[src/rtl/multi_channel_siderec_if.sv]
// rtl/multi_channel_siderec_if.sv - channel group and record stream bundle for multi_channel_siderec
interface multi_channel_siderec_if #(
  parameter int NCH   = 4,
  parameter int WIDTH = 32,
  parameter int DEPTH = 16,
  parameter int CNTW  = 32
);
  logic                       rec_en;
  logic [NCH*WIDTH-1:0]       din;
  logic [NCH-1:0]             sh_valid;
  logic [NCH-1:0]             cl_ready;
  logic [NCH-1:0]             sh_ready;
  logic                       rec_valid;
  logic                       rec_ready;
  logic [NCH-1:0]             ispkt_out;
  logic [NCH-1:0]             busy_out;
  logic [NCH*WIDTH-1:0]       dout;
  logic [$clog2(DEPTH+1)-1:0] fifo_count;
  logic [CNTW-1:0]            rec_total;

  modport master (
    output rec_en, din, sh_valid, cl_ready, rec_ready,
    input  sh_ready, rec_valid, ispkt_out, busy_out, dout, fifo_count, rec_total
  );

  modport slave (
    input  rec_en, din, sh_valid, cl_ready, rec_ready,
    output sh_ready, rec_valid, ispkt_out, busy_out, dout, fifo_count, rec_total
  );
endinterface

[src/rtl/multi_channel_siderec.sv]
// rtl/multi_channel_siderec.sv - records NCH valid/ready channels into one shared snapshot FIFO
module multi_channel_siderec #(
  parameter int NCH   = 4,
  parameter int WIDTH = 32,
  parameter int DEPTH = 16,
  parameter int CNTW  = 32
) (
  input logic                  clk,
  input logic                  rst_n,
  multi_channel_siderec_if.slave bus
);
  localparam int CW = $clog2(DEPTH + 1);
  localparam int PW = $clog2(DEPTH);
  localparam int EW = 2 * NCH + NCH * WIDTH;

  logic [NCH-1:0] recorded;
  logic [NCH-1:0] past_busy;
  logic [NCH-1:0] new_packet;
  logic [NCH-1:0] ready;
  logic [PW-1:0]  wr_ptr;
  logic [PW-1:0]  rd_ptr;
  logic [CW-1:0]  count;
  logic [CNTW-1:0] total;
  logic [EW-1:0]  mem [DEPTH];
  logic [EW-1:0]  head;
  logic           full;
  logic           push;
  logic           pop;

  assign full = (count == CW'(DEPTH));

  // An unrecorded packet may only handshake when recording is off.
  always_comb begin
    new_packet = bus.sh_valid & ~recorded & {NCH{bus.rec_en && !full}};
    ready      = '0;
    for (int i = 0; i < NCH; i++) begin
      if (recorded[i] || new_packet[i])
        ready[i] = bus.cl_ready[i];
      else if (!bus.rec_en && !recorded[i])
        ready[i] = bus.cl_ready[i];
      else
        ready[i] = 1'b0;
    end
  end

  assign push = |new_packet;
  assign pop  = bus.rec_valid && bus.rec_ready;

  always_ff @(posedge clk or negedge rst_n) begin
    if (!rst_n) begin
      recorded  <= '0;
      past_busy <= '0;
      wr_ptr    <= '0;
      rd_ptr    <= '0;
      count     <= '0;
      total     <= '0;
    end else begin
      recorded  <= bus.sh_valid & ~ready & (recorded | new_packet);
      past_busy <= bus.sh_valid & ~ready;
      if (push)
        wr_ptr <= (wr_ptr == PW'(DEPTH - 1)) ? '0 : wr_ptr + 1'b1;
      if (pop)
        rd_ptr <= (rd_ptr == PW'(DEPTH - 1)) ? '0 : rd_ptr + 1'b1;
      if (push && !pop)
        count <= count + 1'b1;
      else if (pop && !push)
        count <= count - 1'b1;
      if (push && (total != '1))
        total <= total + 1'b1;
    end
  end

  always_ff @(posedge clk) begin
    if (push)
      mem[wr_ptr] <= {new_packet, past_busy, bus.din};
  end

  // Storage is not reset, so the head is masked whenever the FIFO is empty.
  assign head          = bus.rec_valid ? mem[rd_ptr] : '0;
  assign bus.sh_ready  = ready;
  assign bus.rec_valid = (count != '0);
  assign bus.ispkt_out = head[EW-1 -: NCH];
  assign bus.busy_out  = head[NCH*WIDTH +: NCH];
  assign bus.dout      = head[NCH*WIDTH-1:0];
  assign bus.fifo_count = count;
  assign bus.rec_total = total;
endmodule

[src/flat_wrapper.sv]
// flat-port wrapper written by rule: the top's interface ports become plain ports
module multi_channel_siderec_flat 
#(
  parameter int NCH   = 4,
  parameter int WIDTH = 32,
  parameter int DEPTH = 16,
  parameter int CNTW  = 32
)
  (clk, rst_n, bus_rec_en, bus_din, bus_sh_valid, bus_cl_ready, bus_rec_ready, bus_sh_ready, bus_rec_valid, bus_ispkt_out, bus_busy_out, bus_dout, bus_fifo_count, bus_rec_total);
  multi_channel_siderec_if #(.NCH(NCH), .WIDTH(WIDTH), .DEPTH(DEPTH), .CNTW(CNTW)) bus_i ();
  input logic clk;
  input logic rst_n;
  input wire logic [$bits(bus_i.rec_en)-1:0] bus_rec_en;
  input wire logic [$bits(bus_i.din)-1:0] bus_din;
  input wire logic [$bits(bus_i.sh_valid)-1:0] bus_sh_valid;
  input wire logic [$bits(bus_i.cl_ready)-1:0] bus_cl_ready;
  input wire logic [$bits(bus_i.rec_ready)-1:0] bus_rec_ready;
  output wire logic [$bits(bus_i.sh_ready)-1:0] bus_sh_ready;
  output wire logic [$bits(bus_i.rec_valid)-1:0] bus_rec_valid;
  output wire logic [$bits(bus_i.ispkt_out)-1:0] bus_ispkt_out;
  output wire logic [$bits(bus_i.busy_out)-1:0] bus_busy_out;
  output wire logic [$bits(bus_i.dout)-1:0] bus_dout;
  output wire logic [$bits(bus_i.fifo_count)-1:0] bus_fifo_count;
  output wire logic [$bits(bus_i.rec_total)-1:0] bus_rec_total;
  assign bus_i.rec_en = bus_rec_en;
  assign bus_i.din = bus_din;
  assign bus_i.sh_valid = bus_sh_valid;
  assign bus_i.cl_ready = bus_cl_ready;
  assign bus_i.rec_ready = bus_rec_ready;
  assign bus_sh_ready = bus_i.sh_ready;
  assign bus_rec_valid = bus_i.rec_valid;
  assign bus_ispkt_out = bus_i.ispkt_out;
  assign bus_busy_out = bus_i.busy_out;
  assign bus_dout = bus_i.dout;
  assign bus_fifo_count = bus_i.fifo_count;
  assign bus_rec_total = bus_i.rec_total;
  multi_channel_siderec #(.NCH(NCH), .WIDTH(WIDTH), .DEPTH(DEPTH), .CNTW(CNTW)) u_core (.clk(clk), .rst_n(rst_n), .bus(bus_i));
endmodule
[config.mk]
export PLATFORM = sky130hd
export DESIGN_NAME = multi_channel_siderec_flat
export DESIGN_NICKNAME = d
export VERILOG_FILES = /design/src/rtl/multi_channel_siderec_if.sv /design/src/rtl/multi_channel_siderec.sv /design/src/flat_wrapper.sv
export SDC_FILE = /design/constraint.sdc
export NUM_CORES = 2
export LEC_CHECK = 0
export BUFFER_PORTS_ARGS = -buffer_cell sky130_fd_sc_hd__buf_2
export CAP_MARGIN = 30
export CELL_PAD_IN_SITES_DETAIL_PLACEMENT = 0
export CELL_PAD_IN_SITES_GLOBAL_PLACEMENT = 2
export CORE_UTILIZATION = 50
export DETAILED_ROUTE_END_ITERATION = 8
export HOLD_SLACK_MARGIN = 0.08
export PLACE_DENSITY = 0.87
export SYNTH_ARGS = -nofsm -noshare
export SYNTH_HDL_FRONTEND = slang
export SYNTH_SLANG_ARGS = --single-unit
[constraint.sdc]
create_clock -name clk -period 14.5 [get_ports clk]
set_clock_uncertainty 0.05 [all_clocks]
set_input_delay 1.45 -clock clk [delete_from_list [all_inputs] [get_ports clk]]
set_output_delay 1.45 -clock clk [all_outputs]
set_load 0.05 [all_outputs]
==> results.toml <==
[placement]
port_buffers = 317
dp_hpwl_um = 93560
gp_congestion = 0.7370

[status]
status = "finished, final reports clean"

[synthesis]
async_flop_share_pct = 2.378
avgSynthCellArea_um2 = 24.20
yosys_warnings = 0
synth_area_mm2 = 0.08534
synth_edf_count = 2176
ys_top_cells_by_count = "edfxtp_1, mux4_2, and2_1"
ys_top_cells_by_area = "edfxtp_1, mux4_2, dfrtp_1"
synth_top_area_share_pct = 76.56
ys_seq_elements = 2229
seq_area_frac_synth_pct = 78.12
netlist-cell-type-count = 49
synthCells = 3526
yosysMostFrequentCell = "edfxtp_1"
syn_nets = 3678
ys.flop_type = "edfxtp_1"
synth_top_area_cell = "edfxtp_1"

[power]
peakVddDrop_v = 0.0002114
total_power_uw = 20280
power_per_cell_area_mw_per_mm2 = 208.9
power.leakage_uw = 0.03076

[global_route]
grt_pass1_wl_um = 277500
antenna_found_initial = 51
grt_max_degree = 151
grt_pass1_vias = 40550
grt_usage_pct = 22.34
overflow = 0

[drt]
antenna_left = 0
drc_errors = 0
drt_iter0_drc = 4140
totalWireLength_um = 191400
viasPerCell = 6.154
firstDrtPassIters = 5
wl_per_cell_um = 30.06
num_vias = 39180

[sta]
finalCritPeriodShare_pct = 45.24
clock.fmax_ghz = 0.1525
report.final.slew_viol_count = 0
rsz0062_at_grt = "no"
fin_crit_ps = 6560
setup_viol = 0
finalSetupTns_ps = 0
final_hold_viol_count = 0
maxSlewHeadroom_pct = 25.73
tightest_slew_ps = 1107

[critical_path]
startpoint_type = "register"
slowest_stage = "dfrtp_4"
cp_max_fo = 106
cp_slowest_stage_delay_ps = 890
crit_type = "register to output port"
crit_required_ps = 13000
reg2regPathDepth = 14
crit_chain = "buf_12 -> buf_12 -> mux4_2 -> mux4_2 -> and2_1 -> buf_2"
worstPathArrival_ps = 5060
endpoint_kind = "output port"

[run]
drv_cap = 0

[finish]
fin_nets = 4108
area.growth.synth_to_final_pct = 13.75
utilization_pct = 57.28
drive_gt1_share_pct = 33.49

[cts]
root_buffer = "clkbuf_16"
numCtsBuffers = 214
numClockSinks = 2229
cts-htree-levels = 4
cts_hold_buf = 0
cts_tree = "built"
clk_latency_ps = 860
postCtsSetupBuffers = 0
cts_resized = 0
path_clk_slew_ps = 60
cts_buffer_depth = 3

[floorplanning]
boundaryPins = 318
start_util_pct = 50.36
dieHeight_um = 415.1
die_x_um = 415.1
std_cell_rows = 151
core_mm2 = 0.1695
dieArea_mm2 = 0.1723

[worst_hold_path]
whs_path_depth = 1
hp-class = "register to register"
power breakdown:
part | switching (µW) | leakage (µW) | internal (µW)
Clock | 2380 | 0.00347 | 3220
Sequential | 250 | 0.0204 | 7640
Combinational | 4190 | 0.00694 | 2600
routing by layer:
| metal | global-route usage (%) | wire (µm) | vias to the layer above |
|---|---|---|---|
| met3 | 4.831 | 14950 | 324 |
| li1 | - | - | 16000 |
| met4 | 6.811 | 4477 | 38 |
| met1 | 30.45 | 75170 | 21090 |
| met2 | 36.42 | 96540 | 1734 |
| met5 | 0 | 232 | - |
worst max-delay path: cells and delay by family, from the launching register on:
kind	cells	cell delay [ps]
buffers and inverters	3	1630
AND/OR/NAND/NOR	1	220
multiplexers	2	1110
flip-flops	1	890
logic make-up after synthesis:
logic type,after synthesis,share of synthesized area (%)
xor gates and xnor gates,36,0.3694
AOI/OAI and AO/OA,96,0.8093
adders and majority gates,12,0.1847
DFF,2229,78.12
and+or+nand+nor,277,1.891
buffers and inverters,194,1.154
muxes,682,17.47
worst paths after layout:
check	start	endpoint	slack, ps
worst max-delay path	u_core.rd_ptr[0]	bus_dout[84]	7940
worst min-delay path	u_core.bus.rec_total[23]	u_core.bus.rec_total[23]	440
worst max register to register	u_core.bus.fifo_count[1]	u_core.bus.fifo_count[4]	9830
worst min register to register	u_core.bus.rec_total[23]	u_core.bus.rec_total[23]	440
max in group asynchronous	rst_n	u_core.rd_ptr[2]	13090
min in group asynchronous	rst_n	u_core.bus.rec_total[29]	710
through the flow:
stage / cells / hold WS [ps] / area, µm² / setup slack (ps)
3_3_place_gp: 5942 / 426.1 / 89570 / 8147
4_1_cts: 6350 / 443.3 / 96940 / 7570
5_1_grt: 6364 / 475.6 / 97070 / 7505
2_1_floorplan: 3526 / 508.0 / 85340 / 2104
3_5_place_dp: 5951 / 430.9 / 89790 / 8525
6_report: 6367 / 439.3 / 97080 / 7940
cell usage in the layout, fill, tap and decap left out, types with 37 or more instances in the layout:
cell / count
buf_2: 319
clkbuf_1: 48
and2_1: 111
clkinv_2: 39
a211oi_1: 68
edfxtp_1: 2176
clkinv_1: 37
mux4_2: 646
clkbuf_16: 215
buf_4: 53
dfrtp_1: 49
layout make-up:
| type | count | area (µm²) |
|---|---|---|
| Antenna cell | 10 | 25.02 |
| Clock buffer | 269 | 5643 |
| Clock inverter | 130 | 1503 |
| Fill cell | 11860 | 72390 |
| Inverter | 8 | 32.53 |
| Multi-Input combinational cell | 1103 | 17800 |
| Sequential cell | 2229 | 66680 |
| Tap cell | 2218 | 2775 |
| Timing Repair Buffer | 400 | 2614 |
flip-flops by register name, indices dropped and copies added, names as in the netlist:
register and flops:
u_core.rd_ptr 4, u_core.bus.rec_total 32, u_core.bus.fifo_count 5, u_core.past_busy 4, u_core.wr_ptr 4, u_core.mem 2176, u_core.recorded 4
(Power assumes the default switching activity.)
